[config.mk]
export PLATFORM = sky130hd
export DESIGN_NAME = ship_life_fsm_flat
export DESIGN_NICKNAME = d
export VERILOG_FILES = /design/src/rtl/ship_life_fsm_if.sv /design/src/rtl/ship_life_fsm.sv /design/src/flat_wrapper.sv
export SDC_FILE = /design/constraint.sdc
export NUM_CORES = 1
export LEC_CHECK = 0
export CAP_MARGIN = 10
export CORE_MARGIN = 2
export CORE_UTILIZATION = 40
export DETAILED_ROUTE_END_ITERATION = 10
export MAX_ROUTING_LAYER = met4
export SYNTH_ARGS = -nofsm -noshare
export SYNTH_HDL_FRONTEND = slang
export SYNTH_SLANG_ARGS = --single-unit
export TNS_END_PERCENT = 50
[constraint.sdc]
create_clock -name frame_clk -period 4.5 [get_ports frame_clk]
set_input_delay 1.125 -clock frame_clk [delete_from_list [all_inputs] [get_ports frame_clk]]
set_output_delay 1.125 -clock frame_clk [all_outputs]
set_load 0.02 [all_outputs]
[src/rtl/ship_life_fsm_if.sv]
// Signal bundle between the ship life sequencer and its neighbours
// (collision/controller inputs, draw/fire gating outputs).
interface ship_life_fsm_if;
    logic       ShipColl;
    logic       Start;
    logic       ShipAlive;
    logic       ShipVisible;
    logic       ExplodeOn;
    logic [1:0] ExplodeIdx;
    logic [2:0] Lives;
    logic       GameOver;
    logic       ShipHit;
    logic       ShipRespawn;

    modport master (
        output ShipColl, Start,
        input  ShipAlive, ShipVisible, ExplodeOn, ExplodeIdx, Lives,
               GameOver, ShipHit, ShipRespawn
    );

    modport slave (
        input  ShipColl, Start,
        output ShipAlive, ShipVisible, ExplodeOn, ExplodeIdx, Lives,
               GameOver, ShipHit, ShipRespawn
    );
endinterface

[src/rtl/ship_life_fsm.sv]
// Per-frame life/respawn sequencer: lives, explosion animation, respawn
// delay and blinking invulnerability window. All outputs are registered.
module ship_life_fsm #(
    parameter int LIVES_INIT  = 3,
    parameter int EXP_STEP_FR = 4,
    parameter int EXP_STEPS   = 4,
    parameter int RESPAWN_FR  = 60,
    parameter int INVULN_FR   = 120,
    parameter int BLINK_HALF  = 4
) (
    input logic            frame_clk,
    input logic            Reset,
    ship_life_fsm_if.slave sl
);
    localparam int EXP_LEN = EXP_STEPS * EXP_STEP_FR;
    localparam int MAX_A   = (EXP_LEN > RESPAWN_FR) ? EXP_LEN : RESPAWN_FR;
    localparam int MAX_LD  = ((MAX_A > INVULN_FR) ? MAX_A : INVULN_FR) - 1;
    localparam int TW      = $clog2(MAX_LD) + 1;
    localparam int MAX_S   = (EXP_STEP_FR > BLINK_HALF) ? EXP_STEP_FR : BLINK_HALF;
    localparam int SW      = $clog2(MAX_S) + 1;
    localparam logic [2:0] LIVES_RST = 3'(LIVES_INIT);
    localparam logic [1:0] IDX_MAX   = 2'(EXP_STEPS - 1);

    typedef enum logic [2:0] {ALIVE, EXPLODE, RESPAWN_WAIT, INVULN, GAME_OVER} state_t;

    state_t        state, stateNext;
    logic [TW-1:0] timer, timerNext;
    logic [SW-1:0] subCnt, subCntNext;   // explosion step or blink phase counter
    logic          shipAlive, shipAliveNext;
    logic          shipVisible, shipVisibleNext;
    logic          explodeOn, explodeOnNext;
    logic [1:0]    explodeIdx, explodeIdxNext;
    logic [2:0]    lives, livesNext;
    logic          gameOver, gameOverNext;
    logic          shipHit, shipHitNext;
    logic          shipRespawn, shipRespawnNext;
    logic          goInvuln;

    always_ff @(posedge frame_clk or posedge Reset) begin
        if (Reset) begin
            state       <= ALIVE;
            timer       <= '0;
            subCnt      <= '0;
            shipAlive   <= 1'b1;
            shipVisible <= 1'b1;
            explodeOn   <= 1'b0;
            explodeIdx  <= 2'd0;
            lives       <= LIVES_RST;
            gameOver    <= 1'b0;
            shipHit     <= 1'b0;
            shipRespawn <= 1'b0;
        end else begin
            state       <= stateNext;
            timer       <= timerNext;
            subCnt      <= subCntNext;
            shipAlive   <= shipAliveNext;
            shipVisible <= shipVisibleNext;
            explodeOn   <= explodeOnNext;
            explodeIdx  <= explodeIdxNext;
            lives       <= livesNext;
            gameOver    <= gameOverNext;
            shipHit     <= shipHitNext;
            shipRespawn <= shipRespawnNext;
        end
    end

    always_comb begin
        stateNext       = state;
        timerNext       = timer;
        subCntNext      = subCnt;
        shipAliveNext   = shipAlive;
        shipVisibleNext = shipVisible;
        explodeOnNext   = explodeOn;
        explodeIdxNext  = explodeIdx;
        livesNext       = lives;
        gameOverNext    = gameOver;
        shipHitNext     = 1'b0;
        shipRespawnNext = 1'b0;
        goInvuln        = 1'b0;

        case (state)
            ALIVE: begin
                if (sl.ShipColl) begin
                    stateNext       = EXPLODE;
                    livesNext       = (lives != 3'd0) ? lives - 3'd1 : 3'd0;
                    shipHitNext     = 1'b1;
                    shipAliveNext   = 1'b0;
                    shipVisibleNext = 1'b0;
                    explodeOnNext   = 1'b1;
                    explodeIdxNext  = 2'd0;
                    timerNext       = TW'(EXP_LEN - 1);
                    subCntNext      = SW'(EXP_STEP_FR - 1);
                end
            end
            EXPLODE: begin
                if (timer == '0) begin
                    explodeOnNext = 1'b0;
                    if (lives == 3'd0) begin
                        stateNext    = GAME_OVER;
                        gameOverNext = 1'b1;
                    end else begin
                        stateNext = RESPAWN_WAIT;
                        timerNext = TW'(RESPAWN_FR - 1);
                    end
                end else begin
                    timerNext = timer - 1'b1;
                    if (subCnt == '0) begin
                        subCntNext = SW'(EXP_STEP_FR - 1);
                        if (explodeIdx < IDX_MAX) explodeIdxNext = explodeIdx + 2'd1;
                    end else begin
                        subCntNext = subCnt - 1'b1;
                    end
                end
            end
            RESPAWN_WAIT: begin
                if (timer == '0) goInvuln  = 1'b1;
                else             timerNext = timer - 1'b1;
            end
            INVULN: begin
                // collisions are deliberately not looked at until back in ALIVE
                if (timer == '0) begin
                    stateNext       = ALIVE;
                    shipVisibleNext = 1'b1;
                end else begin
                    timerNext = timer - 1'b1;
                    if (subCnt == '0) begin
                        subCntNext      = SW'(BLINK_HALF - 1);
                        shipVisibleNext = ~shipVisible;
                    end else begin
                        subCntNext = subCnt - 1'b1;
                    end
                end
            end
            GAME_OVER: begin
                shipAliveNext   = 1'b0;
                shipVisibleNext = 1'b0;
                explodeOnNext   = 1'b0;
                livesNext       = 3'd0;
                gameOverNext    = 1'b1;
                if (sl.Start) begin
                    livesNext    = LIVES_RST;
                    gameOverNext = 1'b0;
                    goInvuln     = 1'b1;
                end
            end
            default: stateNext = ALIVE;
        endcase

        if (goInvuln) begin
            stateNext       = INVULN;
            shipRespawnNext = 1'b1;
            shipAliveNext   = 1'b1;
            shipVisibleNext = 1'b1;
            timerNext       = TW'(INVULN_FR - 1);
            subCntNext      = SW'(BLINK_HALF - 1);
        end
    end

    assign sl.ShipAlive   = shipAlive;
    assign sl.ShipVisible = shipVisible;
    assign sl.ExplodeOn   = explodeOn;
    assign sl.ExplodeIdx  = explodeIdx;
    assign sl.Lives       = lives;
    assign sl.GameOver    = gameOver;
    assign sl.ShipHit     = shipHit;
    assign sl.ShipRespawn = shipRespawn;
endmodule

[src/flat_wrapper.sv]
// flat-port wrapper written by rule: the top's interface ports become plain ports
module ship_life_fsm_flat 
#(
    parameter int LIVES_INIT  = 3,
    parameter int EXP_STEP_FR = 4,
    parameter int EXP_STEPS   = 4,
    parameter int RESPAWN_FR  = 60,
    parameter int INVULN_FR   = 120,
    parameter int BLINK_HALF  = 4
)
  (frame_clk, Reset, sl_ShipColl, sl_Start, sl_ShipAlive, sl_ShipVisible, sl_ExplodeOn, sl_ExplodeIdx, sl_Lives, sl_GameOver, sl_ShipHit, sl_ShipRespawn);
  ship_life_fsm_if sl_i ();
  input logic frame_clk;
  input logic Reset;
  input wire logic [$bits(sl_i.ShipColl)-1:0] sl_ShipColl;
  input wire logic [$bits(sl_i.Start)-1:0] sl_Start;
  output wire logic [$bits(sl_i.ShipAlive)-1:0] sl_ShipAlive;
  output wire logic [$bits(sl_i.ShipVisible)-1:0] sl_ShipVisible;
  output wire logic [$bits(sl_i.ExplodeOn)-1:0] sl_ExplodeOn;
  output wire logic [$bits(sl_i.ExplodeIdx)-1:0] sl_ExplodeIdx;
  output wire logic [$bits(sl_i.Lives)-1:0] sl_Lives;
  output wire logic [$bits(sl_i.GameOver)-1:0] sl_GameOver;
  output wire logic [$bits(sl_i.ShipHit)-1:0] sl_ShipHit;
  output wire logic [$bits(sl_i.ShipRespawn)-1:0] sl_ShipRespawn;
  assign sl_i.ShipColl = sl_ShipColl;
  assign sl_i.Start = sl_Start;
  assign sl_ShipAlive = sl_i.ShipAlive;
  assign sl_ShipVisible = sl_i.ShipVisible;
  assign sl_ExplodeOn = sl_i.ExplodeOn;
  assign sl_ExplodeIdx = sl_i.ExplodeIdx;
  assign sl_Lives = sl_i.Lives;
  assign sl_GameOver = sl_i.GameOver;
  assign sl_ShipHit = sl_i.ShipHit;
  assign sl_ShipRespawn = sl_i.ShipRespawn;
  ship_life_fsm #(.LIVES_INIT(LIVES_INIT), .EXP_STEP_FR(EXP_STEP_FR), .EXP_STEPS(EXP_STEPS), .RESPAWN_FR(RESPAWN_FR), .INVULN_FR(INVULN_FR), .BLINK_HALF(BLINK_HALF)) u_core (.frame_clk(frame_clk), .Reset(Reset), .sl(sl_i));
endmodule
==> run metrics <==
headroom to the max-slew limit 37.71%; initial antenna violation count 0; area occupied by registers 630.6 sq um; post-synthesis net count 164; starting density of the core 41.96%; Site Rows 21; pwr/cell area around 620 nW/um^2; clock tree from TritonCTS built; Worst Path Required about 4.7 ns; outcome finished clean; Switch Pwr 425.5 uW; Critical Path Source Type flop; synth unique cells 41; WL final 2978 um; synthesized instance count 156; maximum ir drop on the vdd rail between 0.0003 and 0.0004 V; GRT overflow 0; Post-CTS Repair Setup Buffers 0; clock network fraction of total power 10.3%; # nets final 177; combined area of the multi-input logic cells 700.7 sq um; skew final 0.01133 ns; residual DRC count 0; number of buffers inserted by hold repair at cts 0; per-cell routed wire length 13.92 um; count of flip-flops with a built-in enable after synthesis 0; setup-violating endpoint count in the final report 0; sequential cell area fraction in the yosys report 45.04%; fraction of power consumed by sequential logic 42.2%; number of max-capacitance violations reported 0; min Tclk post-route 2.832 ns; share of async-settable or async-resettable flops after synthesis 100.0%; clk slew on worst S/H paths roughly 0.15 ns; Final ANT Viol Nets 0; area of the core ~3300 sq um; Int Pwr about 560 uW; buffer levels on the longest clock path 2; category of the most critical setup path reg -> reg; CTS HTree Levels 1; net switching share of the total power 42.98%; vias in the first global route 1099; relative contribution of combinational cells to total power 47.5%; diode insertion count for antenna repair 0; Critical Path Fanout Max 15; wire length of the first global-routing pass 5361 um; Area Growth Syn to Fin 13.85%; vertical die dimension between 60 and 70 um; CTS root buf clkbuf_4; pins over their slew limit 0; transition time at the pin with the least slew margin 0.9334 ns; #FFs+latches synth 25; I/O Pins 15; aggregate negative setup slack 0 ns; Synth Area per Inst roughly 9.0 sq um; GR Util All Layers 17.20%; layout cell share with drive strength beyond 1 between 8 and 9%; RSZ-0062 raised after global routing false; met2 layer wire length in the routed design 1408 um; Die Wd 63.16 um; design area 1594 sq um; top layer reached by signal wires met4; Iteration-0 DRC Markers 83; via density per instance 5.486; Area after DPL 1567 sq um; count of fill cells added during filler insertion 331; TritonCTS sink count 25; detailed-placement wirelength estimate 2174 um; number of buffers added on ports 14; final estimated routing congestion in global placement around 0.82; clock network latency to the later pin of the worst-skew pair between 0.3 and 0.4 ns; number of synthesis warnings 0; final critical-path share of the clock period 62.93%; total met3 wirelength after detailed routing around 100 um; post-synth design cell area 1400 sq um; number of buffers created by CTS 3; final hold violation count 0; via count roughly 1.2k; peak clock frequency supported by timing between 300 and 400 MHz; length of the first detailed-routing pass in iterations 4; Leakage Power 0.6773 nW; CTS resizes 0; largest net degree at the start of global routing 26; Primary FF master, synth dfrtp_1; category of the worst setup path capture point flop; WP data arrival 3.06 ns; min-delay worst type reg -> reg; total die area 3989 sq um; wire length on met1 1439 um
==> cells in the mapped netlist (all sizes together) (4+ instances only) <==
cell type  number  area share [%]
a21oi           6             2.1
a31oi           5             2.2
clkbuf          4             1.1
dfrtp          21              38
dfstp           4             7.5
ha              4             3.6
inv            10             2.7
nand2          10             2.7
nand2b          4             1.8
nand3           4             1.4
nor2           20             5.4
nor3            7             2.5
o21ai          15             5.6
o22ai           4             1.8
or2             4             1.8
==> worst paths after layout <==
check	from	end	slack [ns]	depth (start not counted)
min reg2reg	u_core.sl.Lives[1]	u_core.sl.Lives[1]	0.50	2
min	u_core.sl.Lives[1]	u_core.sl.Lives[1]	0.50	2
min in group asynchronous	Reset	u_core.timer[5]	1.31	2
max in group asynchronous	Reset	u_core.state[1]	2.61	2
max reg2reg	u_core.timer[0]	u_core.timer[2]	1.67	7
max	u_core.timer[0]	u_core.timer[2]	1.67	7
==> cells by family after synthesis <==
| logic type | after synthesis | share of synthesized area (%) |
|---|---|---|
| DFF | 25 | 45.04 |
| muxes | 1 | 0.7150 |
| buffers and inverters | 16 | 4.915 |
| and+or+nand+nor | 60 | 21.36 |
| adders and majority gates | 4 | 3.575 |
| AOI/OAI and AO/OA | 50 | 24.40 |
==> layout by cell type, fill, tap and decap left out, types with 2 or more instances in the layout <==
cell,n
a31oi_1,5
o22ai_1,4
a22oi_1,2
and3_1,2
nor2b_1,3
or3_1,2
o211ai_1,2
a41oi_1,2
nand2_1,10
clkbuf_4,3
nor2_1,20
a21oi_1,6
ha_1,4
or2_2,3
a211oi_1,2
dfstp_2,4
clkdlybuf4s50_1,14
nand2b_1,4
inv_1,10
nand3_1,4
o21ai_0,14
dfrtp_1,21
o21a_1,3
nor3_1,7
==> layout make-up <==
cell class / instances / area share [%]
clock inverters: 1 / 0.3140
multi-input cells: 115 / 43.96
flip-flops and latches: 25 / 39.56
clock buffers: 3 / 1.413
inverters: 10 / 2.355
repair buffers: 14 / 8.791
well taps: 46 / 3.611
==> routing by layer <==
| layer | global-route usage, % | vias to the layer above |
|---|---|---|
| met2 | 25.27 | 23 |
| met1 | 25.60 | 556 |
| met4 | 3.333 | 0 |
| li1 | - | 593 |
| met5 | - | - |
| met3 | 2.143 | 2 |
==> flip-flops by register name, indices dropped and copies added (netlist names) <==
register / cells
u_core.timer: 8
u_core.sl.ShipRespawn: 1
u_core.state: 3
u_core.sl.GameOver: 1
u_core.subCnt: 3
u_core.sl.ExplodeIdx: 2
u_core.sl.ShipVisible: 1
u_core.sl.ShipAlive: 1
u_core.sl.Lives: 3
u_core.sl.ShipHit: 1
u_core.sl.ExplodeOn: 1
==> critical path: stages (launching register included) <==
cell and delay [ns]:
dfrtp_1 0.43, inv_1 0.07, ha_1 0.19, or4b_4 0.51, or4_4 0.56, o31ai_4 0.56, o21ai_0 0.20, a22o_1 0.21
==> metrics by stage <==
stage	worst slack [ns]	cells	hold WS, ns	util, %	power [mW]
after CTS	1.672	214	0.5086	47.77	0.9953
after floorplan	2.153	156	0.4712	-	0.7455
after global routing	1.451	214	0.5318	47.77	1.084
after global placement	1.701	210	0.4756	46.94	0.8908
after detailed placement	1.654	210	0.4875	46.94	0.8935
final	1.668	214	0.5031	47.77	0.9899
==> power groups by stage <==
stage          clock network (mW)  registers, mW  logic (mW)
3_5_place_dp                    0          0.421       0.472
2_1_floorplan                   0          0.428       0.318
6_report                    0.102          0.418       0.471
3_3_place_gp                    0          0.420       0.470
5_1_grt                     0.117          0.434       0.533
4_1_cts                     0.105          0.416       0.475
Power figures use the tool's default switching activity.
